--- src/rtl/sw_ctrl_unit.sv ---
// UART stopwatch control unit: arbitrates button and UART commands, runs the
// STOP/RUN/CLEAR sequencer, drives the FND display mode and returns UART acks.
module sw_ctrl_unit #(
    parameter int          CLEAR_CYCLES = 4,
    parameter logic [7:0]  ACK_UNKNOWN  = 8'h3F
) (
    input  logic       clk,
    input  logic       rst,
    input  logic       btn_run,
    input  logic       btn_clear,
    input  logic       btn_mode,
    input  logic [7:0] rx_data,
    input  logic       rx_done,
    input  logic       tx_busy,
    output logic       o_run,
    output logic       o_clear,
    output logic [1:0] o_mode,
    output logic       tx_start,
    output logic [7:0] tx_data
);

    typedef enum logic [1:0] {EVT_NONE, EVT_RUN, EVT_CLR, EVT_MODE} evt_t;
    typedef enum logic [1:0] {ST_STOP, ST_RUN, ST_CLEAR} state_t;

    state_t     state_reg, state_next;
    logic [3:0] clr_cnt_reg, clr_cnt_next;
    logic       mode_bit_reg;
    logic       uart_valid_reg;
    evt_t       uart_evt_reg;
    logic       ack_valid_reg;
    logic [7:0] ack_byte_reg;
    logic       tx_start_reg;
    logic [7:0] tx_data_reg;

    evt_t       rx_evt;
    logic [7:0] rx_ack;
    evt_t       evt;
    logic       btn_any;
    logic       uart_consume;
    logic       ack_send;

    always_comb begin
        rx_evt = EVT_NONE;
        rx_ack = ACK_UNKNOWN;
        case (rx_data)
            8'h52, 8'h72: begin rx_evt = EVT_RUN;  rx_ack = 8'h52; end
            8'h43, 8'h63: begin rx_evt = EVT_CLR;  rx_ack = 8'h43; end
            8'h4D, 8'h6D: begin rx_evt = EVT_MODE; rx_ack = 8'h4D; end
            default:      begin rx_evt = EVT_NONE; rx_ack = ACK_UNKNOWN; end
        endcase
    end

    // Buttons win; the UART slot waits for the first button-free cycle.
    always_comb begin
        btn_any      = btn_run | btn_clear | btn_mode;
        uart_consume = !btn_any && uart_valid_reg;
        if (btn_clear)           evt = EVT_CLR;
        else if (btn_run)        evt = EVT_RUN;
        else if (btn_mode)       evt = EVT_MODE;
        else if (uart_valid_reg) evt = uart_evt_reg;
        else                     evt = EVT_NONE;
    end

    always_ff @(posedge clk or posedge rst) begin
        if (rst) begin
            state_reg   <= ST_STOP;
            clr_cnt_reg <= 4'd0;
        end else begin
            state_reg   <= state_next;
            clr_cnt_reg <= clr_cnt_next;
        end
    end

    always_comb begin
        state_next   = state_reg;
        clr_cnt_next = clr_cnt_reg;
        case (state_reg)
            ST_STOP: begin
                if (evt == EVT_RUN) begin
                    state_next = ST_RUN;
                end else if (evt == EVT_CLR) begin
                    state_next   = ST_CLEAR;
                    clr_cnt_next = 4'(CLEAR_CYCLES - 1);
                end
            end
            ST_RUN: begin
                if (evt == EVT_RUN) state_next = ST_STOP;
            end
            ST_CLEAR: begin
                if (clr_cnt_reg == 4'd0) state_next = ST_STOP;
                else                     clr_cnt_next = clr_cnt_reg - 4'd1;
            end
            default: state_next = ST_STOP;
        endcase
    end

    always_comb begin
        o_run   = (state_reg == ST_RUN);
        o_clear = (state_reg == ST_CLEAR);
        o_mode  = {1'b0, mode_bit_reg};
    end

    // A new ack written on the same edge as a send survives for the next send.
    assign ack_send = ack_valid_reg && !tx_busy && !tx_start_reg;

    always_ff @(posedge clk or posedge rst) begin
        if (rst) begin
            mode_bit_reg   <= 1'b0;
            uart_valid_reg <= 1'b0;
            uart_evt_reg   <= EVT_NONE;
            ack_valid_reg  <= 1'b0;
            ack_byte_reg   <= 8'h00;
            tx_start_reg   <= 1'b0;
            tx_data_reg    <= 8'h00;
        end else begin
            if (evt == EVT_MODE) mode_bit_reg <= ~mode_bit_reg;
            if (rx_done) begin
                uart_valid_reg <= (rx_evt != EVT_NONE);
                uart_evt_reg   <= rx_evt;
            end else if (uart_consume) begin
                uart_valid_reg <= 1'b0;
            end
            if (rx_done) begin
                ack_valid_reg <= 1'b1;
                ack_byte_reg  <= rx_ack;
            end else if (ack_send) begin
                ack_valid_reg <= 1'b0;
            end
            tx_start_reg <= ack_send;
            if (ack_send) tx_data_reg <= ack_byte_reg;
        end
    end

    assign tx_start = tx_start_reg;
    assign tx_data  = tx_data_reg;

endmodule

--- config.mk ---
export PLATFORM = sky130hd
export DESIGN_NAME = sw_ctrl_unit
export DESIGN_NICKNAME = d
export VERILOG_FILES = /design/src/rtl/sw_ctrl_unit.sv
export SDC_FILE = /design/constraint.sdc
export NUM_CORES = 1
export LEC_CHECK = 0
export CORE_ASPECT_RATIO = 0.9
export CORE_MARGIN = 2
export CORE_UTILIZATION = 49
export CTS_CLUSTER_DIAMETER = 50
export DETAILED_ROUTE_END_ITERATION = 16
export GPL_ROUTABILITY_DRIVEN = 0
export GPL_TIMING_DRIVEN = 0
export PLACE_DENSITY = 0.78
export RECOVER_POWER = 25
export SLEW_MARGIN = 20
export SYNTH_ARGS = -nofsm -noshare
export SYNTH_HDL_FRONTEND = slang
export SYNTH_SLANG_ARGS = --single-unit
--- constraint.sdc ---
create_clock -name clk -period 1.95 [get_ports clk]
set_clock_uncertainty 0.1 [all_clocks]
set_input_delay 0.195 -clock clk [delete_from_list [all_inputs] [get_ports clk]]
set_output_delay 0.195 -clock clk [all_outputs]
set_load 0.02 [all_outputs]
==> summary.txt, run 1 <==
Floorplan
  – Starting Density: 50.6%
  – Die area: 0.00292 mm^2
  – Overall die height: 51.5 um
  – Rows: 17
  – Core area: 0.00242 mm^2
  – I/O Pins: 28
  – Die width: 56.8 um

Yosys
  – Synth top area share: 48.9%
  – Most used DFF post-synth: dfrtp_1
  – Synth warn: 0
  – Avg Inst Size Synth: 11.4 um^2
  – Number of synthesized flops with an enable pin: 0
  – FF+latch count, synth: 24
  – Cell taking the most area after synthesis: dfrtp_1
  – Post-Syn Area: 0.00123 mm^2
  – Post-synthesis cell count: 108
  – Synth unique cells: 39
  – Synth async-reset ratio: 100%
  – Synth top area cells: dfrtp_1, mux2_4, ha_1
  – Post-synthesis sequential area ratio: 48.9%

Layout
  – Commonest non-fill, non-tap cell in the layout: dfrtp_1
  – Antenna cells: 0
  – Layout Cells excl Fill: 165
  – Fraction of layout cells with a size suffix above 1: 14.6%
  – Fillers: 219
  – Commonest cells after routing, fill and taps aside: dfrtp_1, clkdlybuf4s50_1, nor2_1
  – Area Growth Syn to Fin: 25.6%
  – Multi-input gate area: 567 um^2
  – Register area: 601 um^2
  – Nets: 157
  – Final Core Density: 63.6%

GRT
  – GR Util All Layers: 18.7%
  – First-pass GRT wire length: 4180 um
  – Initial antenna violation count: 0
  – Remaining Overflow, GRT: 0
  – Vias in the first global route: 924
  – Largest net degree at the start of global routing: 25

Setup path
  – CP Capture Type: output pin
  – Worst-path fanout max: 10
  – CP startpoint kind: flop
  – CP Launch Point: state_reg[1]$_DFFE_PP0P_
  – CP required: 1650 ps
  – FF-to-FF Start: uart_valid_reg$_DFFE_PP0P_
  – Arrival time at the worst endpoint: 1550 ps
  – WS Path Type: reg2out

Place
  – Number of buffers added on ports: 24
  – Placed cells: 161
  – HPWL Detailed: 1720 um
  – DP Worst Slack: -26.0 ps

Run
  – Max cap viols: 0

Timing
  – Worst-margin pin slew: 894 ps
  – Fin crit share: 94.6%
  – RSZ-0062 raised after global routing: no
  – Slew Limit Headroom: 40.3%
  – Max Slew Vio Count: 0
  – Setup violators final: 0
  – Post-route setup slack: 106 ps
  – Hold Fails Final Rpt: 0
  – Fmax: 542 MHz
  – Min cycle time layout: 1840 ps

Clock tree
  – Clock-pin slew of the registers on the worst-case setup and hold paths: 130 ps
  – CTS tree: yes
  – Post-CTS setup buffers: 0
  – Number of buffers inserted during clock tree synthesis: 3
  – Htree depth: 1
  – Root Driver: clkbuf_4
  – Clock Tree Buf Depth: 2
  – CTS Sinks: 24
  – Worst-skew pair later-pin latency: 320 ps
  – CTS Hold Bufs: 0

Drt
  – DRT iter0 DRCs: 19
  – Via Count: 900
  – Routed vias/inst: 5.45
  – Drt pass-1 iters: 4
  – DR WL/cell: 14.0 um
  – Residual DRC count: 0
  – Final WL: 2320 um
  – Post-DRT Antenna Nets: 0

Worst hold path
  – Hold Path Class: in2async

Power
  – PwrDens: 914 mW/mm^2
  – Total power: 0.00141 W
  – Peak supply drop: 610 uV
  – Lkg Pwr: 0.679 nW

Outcome
  – Status: finished, final reports clean
==> repair_timing <==
item | 4_1_cts | 5_1_grt
endpoints found under the hold margin | 0 | 0
gates resized for setup | 1 | 0
setup endpoints to repair | 1 | 0
==> path summary, 6_finish.rpt <==
check                                                   end  slack (ps)  depth (start not counted)
worst max register to register     state_reg[0]$_DFFE_PP0P_         170                          7
worst min-delay path            ack_byte_reg[6]$_DFFE_PP0P_         390                          2
worst max-delay path                                  o_run         110                          3
max in group asynchronous            tx_data[6]$_DFFE_PP0P_         820                          2
worst min register to register  ack_byte_reg[0]$_DFFE_PP0P_         400                          1
min in group clk                ack_byte_reg[0]$_DFFE_PP0P_         400                          1
==> layer usage <==
metal | GRT usage, % | share of wire (%) | vias to the layer above
li1 | - | - | 432
met1 | 23.5 | 45 | 443
met2 | 30.6 | 49 | 18
met3 | 5.57 | 4.2 | 7
met4 | 7.36 | 2.1 | 0
met5 | 0 | 0 | -
==> cell usage after synthesis, drive strengths merged, types with 2 or more instances <==
cell,count
o21ai,5
a21oi,5
inv,6
a22o,3
o211ai,2
nand2,5
ha,4
or3b,2
nor2,11
buf,5
and4bb,2
mux2,8
nor3b,3
a31oi,3
xor2,2
dfrtp,24
nor2b,2
==> through the flow <==
| step | cell area, um^2 | hold slack [ps] | setup TNS (ps) |
|---|---|---|---|
| floorplan | 1230 | 110 | 0 |
| global placement | 1510 | 359 | 0 |
| detailed placement | 1510 | 366 | -47.4 |
| CTS | 1540 | 282 | 0 |
| global route | 1540 | 433 | 0 |
| finish | 1540 | 392 | 0 |
==> logic make-up after synthesis <==
group                    share of synthesized area, %
flip-flops                                       48.9
multiplexers                                     9.99
AO/OA/AOI/OAI                                    12.9
buffers and inverters                            5.20
other                                           0.306
adder cells (fa/ha/maj)                          4.08
XOR/XNOR                                         2.14
AND/OR/NAND/NOR                                  16.4
==> power breakdown <==
group | total, W | leakage (nW) | switching [W] | internal [W]
Combinational | 0.000516 | 0.386 | 0.000241 | 0.000274
Clock | 0.000263 | 0.0210 | 0.000149 | 0.000114
Sequential | 0.000630 | 0.273 | 0.0000544 | 0.000576
==> layout make-up <==
type / instances / area share [%]
Buffer: 6 / 2.68
Clock buffer: 4 / 2.35
Inverter: 6 / 1.46
Multi-Input combinational cell: 73 / 36.8
Sequential cell: 24 / 39.0
Tap cell: 28 / 2.27
Timing Repair Buffer: 24 / 15.5
==> worst max-delay path: stages, from the launching register on <==
cell             delay, ps
dfrtp_1                380
buf_4                  160
nor2_1                 100
clkdlybuf4s50_1        600
Power figures use the tool's default switching activity.
==> run 2, diff against run 1 <==
- CORE_MARGIN: 2 -> default
- REMOVE_ABC_BUFFERS: default -> 1
==> run 2 against run 1 <==
- combinational power decreased by 12%
- cell count decreased by 4.2%
- cell area decreased by 1.8%
- setup slack improved by 74 ps
- critical endpoint is now state_reg[0]$_DFFE_PP0P_
- largest cell class unchanged
==> summary.txt, run 2 (synthesis gave the netlist of run 1 again) <==
Outcome
  – Status: finished, final reports clean

GRT
  – Vias in the first global route: 825
  – Largest net degree at the start of global routing: 25
  – First-pass GRT wire length: 3780 um
  – Remaining Overflow, GRT: 0
  – GR Util All Layers: 20.3%
  – Initial antenna violation count: 0

Layout
  – Fraction of layout cells with a size suffix above 1: 11.5%
  – Commonest cells after routing, fill and taps aside: dfrtp_1, clkdlybuf4s50_1, nor2_1
  – Layout Cells excl Fill: 158
  – Commonest non-fill, non-tap cell in the layout: dfrtp_1
  – Nets: 151
  – Antenna cells: 0
  – Design area: 0.00151 mm^2
  – Area Growth Syn to Fin: 23.3%

Power
  – PwrDens: 974 mW/mm^2
  – Sequential share of power: 44.1%
  – Sw power: 0.000444 W
  – Pint: 0.00103 W
  – Lkg Pwr: 0.676 nW
  – Logic pwr share: 30.8%
  – Clk pwr share: 25.0%
  – Peak supply drop: 663 uV
  – Total power: 0.00147 W
  – Switching Fraction: 30.1%

Run
  – Max cap viols: 0

Timing
  – Fmax: 565 MHz
  – Post-route setup slack: 180 ps
  – Worst-margin pin slew: 895 ps
  – Slew Limit Headroom: 40.3%
  – Min cycle time layout: 1770 ps
  – Max Slew Vio Count: 0
  – Hold Fails Final Rpt: 0
  – RSZ-0062 raised after global routing: no
  – Setup violators final: 0
  – Hold slack: 372 ps
  – Fin crit share: 90.7%

Setup path
  – R2R depth: 7
  – CP required: 2120 ps
  – FF-to-FF setup slack: 180 ps
  – Worst-path fanout max: 3
  – CP startpoint kind: flop
  – WS Path Type: reg2reg
  – CP Capture Type: flop
  – FF-to-FF Start: uart_valid_reg$_DFFE_PP0P_
  – Arrival time at the worst endpoint: 1940 ps
  – RR Endpoint: state_reg[0]$_DFFE_PP0P_

Floorplan
  – Rows: 16
  – I/O Pins: 28
  – Starting Density: 54.3%
  – Die width: 54.8 um
  – Overall die height: 49.5 um
  – Core area: 0.00226 mm^2
  – Die area: 0.00271 mm^2

Drt
  – Final WL: 2230 um
  – Via Count: 858
  – Post-DRT Antenna Nets: 0
  – DRT iter0 DRCs: 33
  – Drt pass-1 iters: 4
  – Routed vias/inst: 5.43
  – Residual DRC count: 0
  – DR WL/cell: 14.1 um

Place
  – Placed cells: 154
  – DP Worst Slack: -39.1 ps
  – Number of buffers added on ports: 24
  – HPWL Detailed: 1600 um
  – Dpl cell area: 0.00146 mm^2

Clock tree
  – Clock-pin slew of the registers on the worst-case setup and hold paths: 140 ps
  – CTS Hold Bufs: 0
  – Root Driver: clkbuf_4
  – Clock Tree Buf Depth: 2
  – Worst-skew pair later-pin latency: 330 ps
  – Htree depth: 1
  – CTS Sinks: 24
  – Number of buffers inserted during clock tree synthesis: 3
  – CTS tree: yes
  – Post-CTS setup buffers: 0

Worst hold path
  – Hold Path Class: reg2reg
  – Hold_sp: mode_bit_reg$_DFFE_PP0N_
  – Hold endpoint: mode_bit_reg$_DFFE_PP0N_
  – Worst hold stages: 1
[run 2: cell types whose count changed in the layout (fill, tap and decap cells not counted), sizes merged]
cell	change
dlymetal6s2s	+1
clkdlybuf4s50	-1
buf	-5
bufinv	+1
clkbuf	-2
[run 2: final cells by class]
cell class	count	area, um^2
Sequential cell	24	602
Multi-Input combinational cell	73	562
Clock inverter	1	30.0
Fill cell	178	748
Clock buffer	3	22.5
Tap cell	27	33.8
Inverter	6	22.5
Timing Repair Buffer	24	241
[run 2: worst max path at each step]
stage                                     from                        to  slack (ps)  cells after the start
finish              uart_valid_reg$_DFFE_PP0P_  state_reg[0]$_DFFE_PP0P_         180                      7
global route        uart_valid_reg$_DFFE_PP0P_  state_reg[0]$_DFFE_PP0P_         130                      7
CTS                   state_reg[1]$_DFFE_PP0P_                     o_run         110                      2
detailed placement                    btn_mode  state_reg[0]$_DFFE_PP0P_         -40                      8
global placement                      btn_mode  state_reg[0]$_DFFE_PP0P_          20                      8
floorplan           uart_valid_reg$_DFFE_PP0P_  state_reg[0]$_DFFE_PP0P_         330                      7
[run 2: power by group through the flow]
stage	registers, W	clock network, W	logic, W
floorplan	0.000675	0	0.000290
global placement	0.000654	0	0.000456
detailed placement	0.000659	0	0.000467
CTS	0.000651	0.000380	0.000461
global route	0.000666	0.000398	0.000507
finish	0.000651	0.000369	0.000455
[run 2: stage by stage]
| step | util, % | setup TNS, ps |
|---|---|---|
| after floorplan | - | 0 |
| after global placement | 64.7 | 0 |
| after detailed placement | 64.7 | -39.1 |
| after CTS | 67.0 | 0 |
| after global routing | 66.9 | 0 |
| final | 66.9 | 0 |
[run 2: routing by layer]
| layer | up-vias | global-route usage, % | wire [um] |
|---|---|---|---|
| met4 | 0 | 8.97 | 43 |
| met1 | 402 | 27.7 | 1050 |
| met3 | 4 | 6.48 | 118 |
| li1 | 423 | - | - |
| met5 | - | 0 | 0 |
| met2 | 29 | 28.9 | 1010 |
[run 2: what timing repair did]
action | in CTS | in global routing
hold endpoints to repair | 0 | 0
setup endpoints to repair | 1 | 1
gates resized for setup | 2 | 1
[run 2: critical path, cell delays in order, from the launching register on]
cell and delay (ps):
dfrtp_1 420, a21oi_1 160, nor2_1 70, or2_1 230
ha_1 300, nand2_1 60, mux2_1 290, nor2_1 90
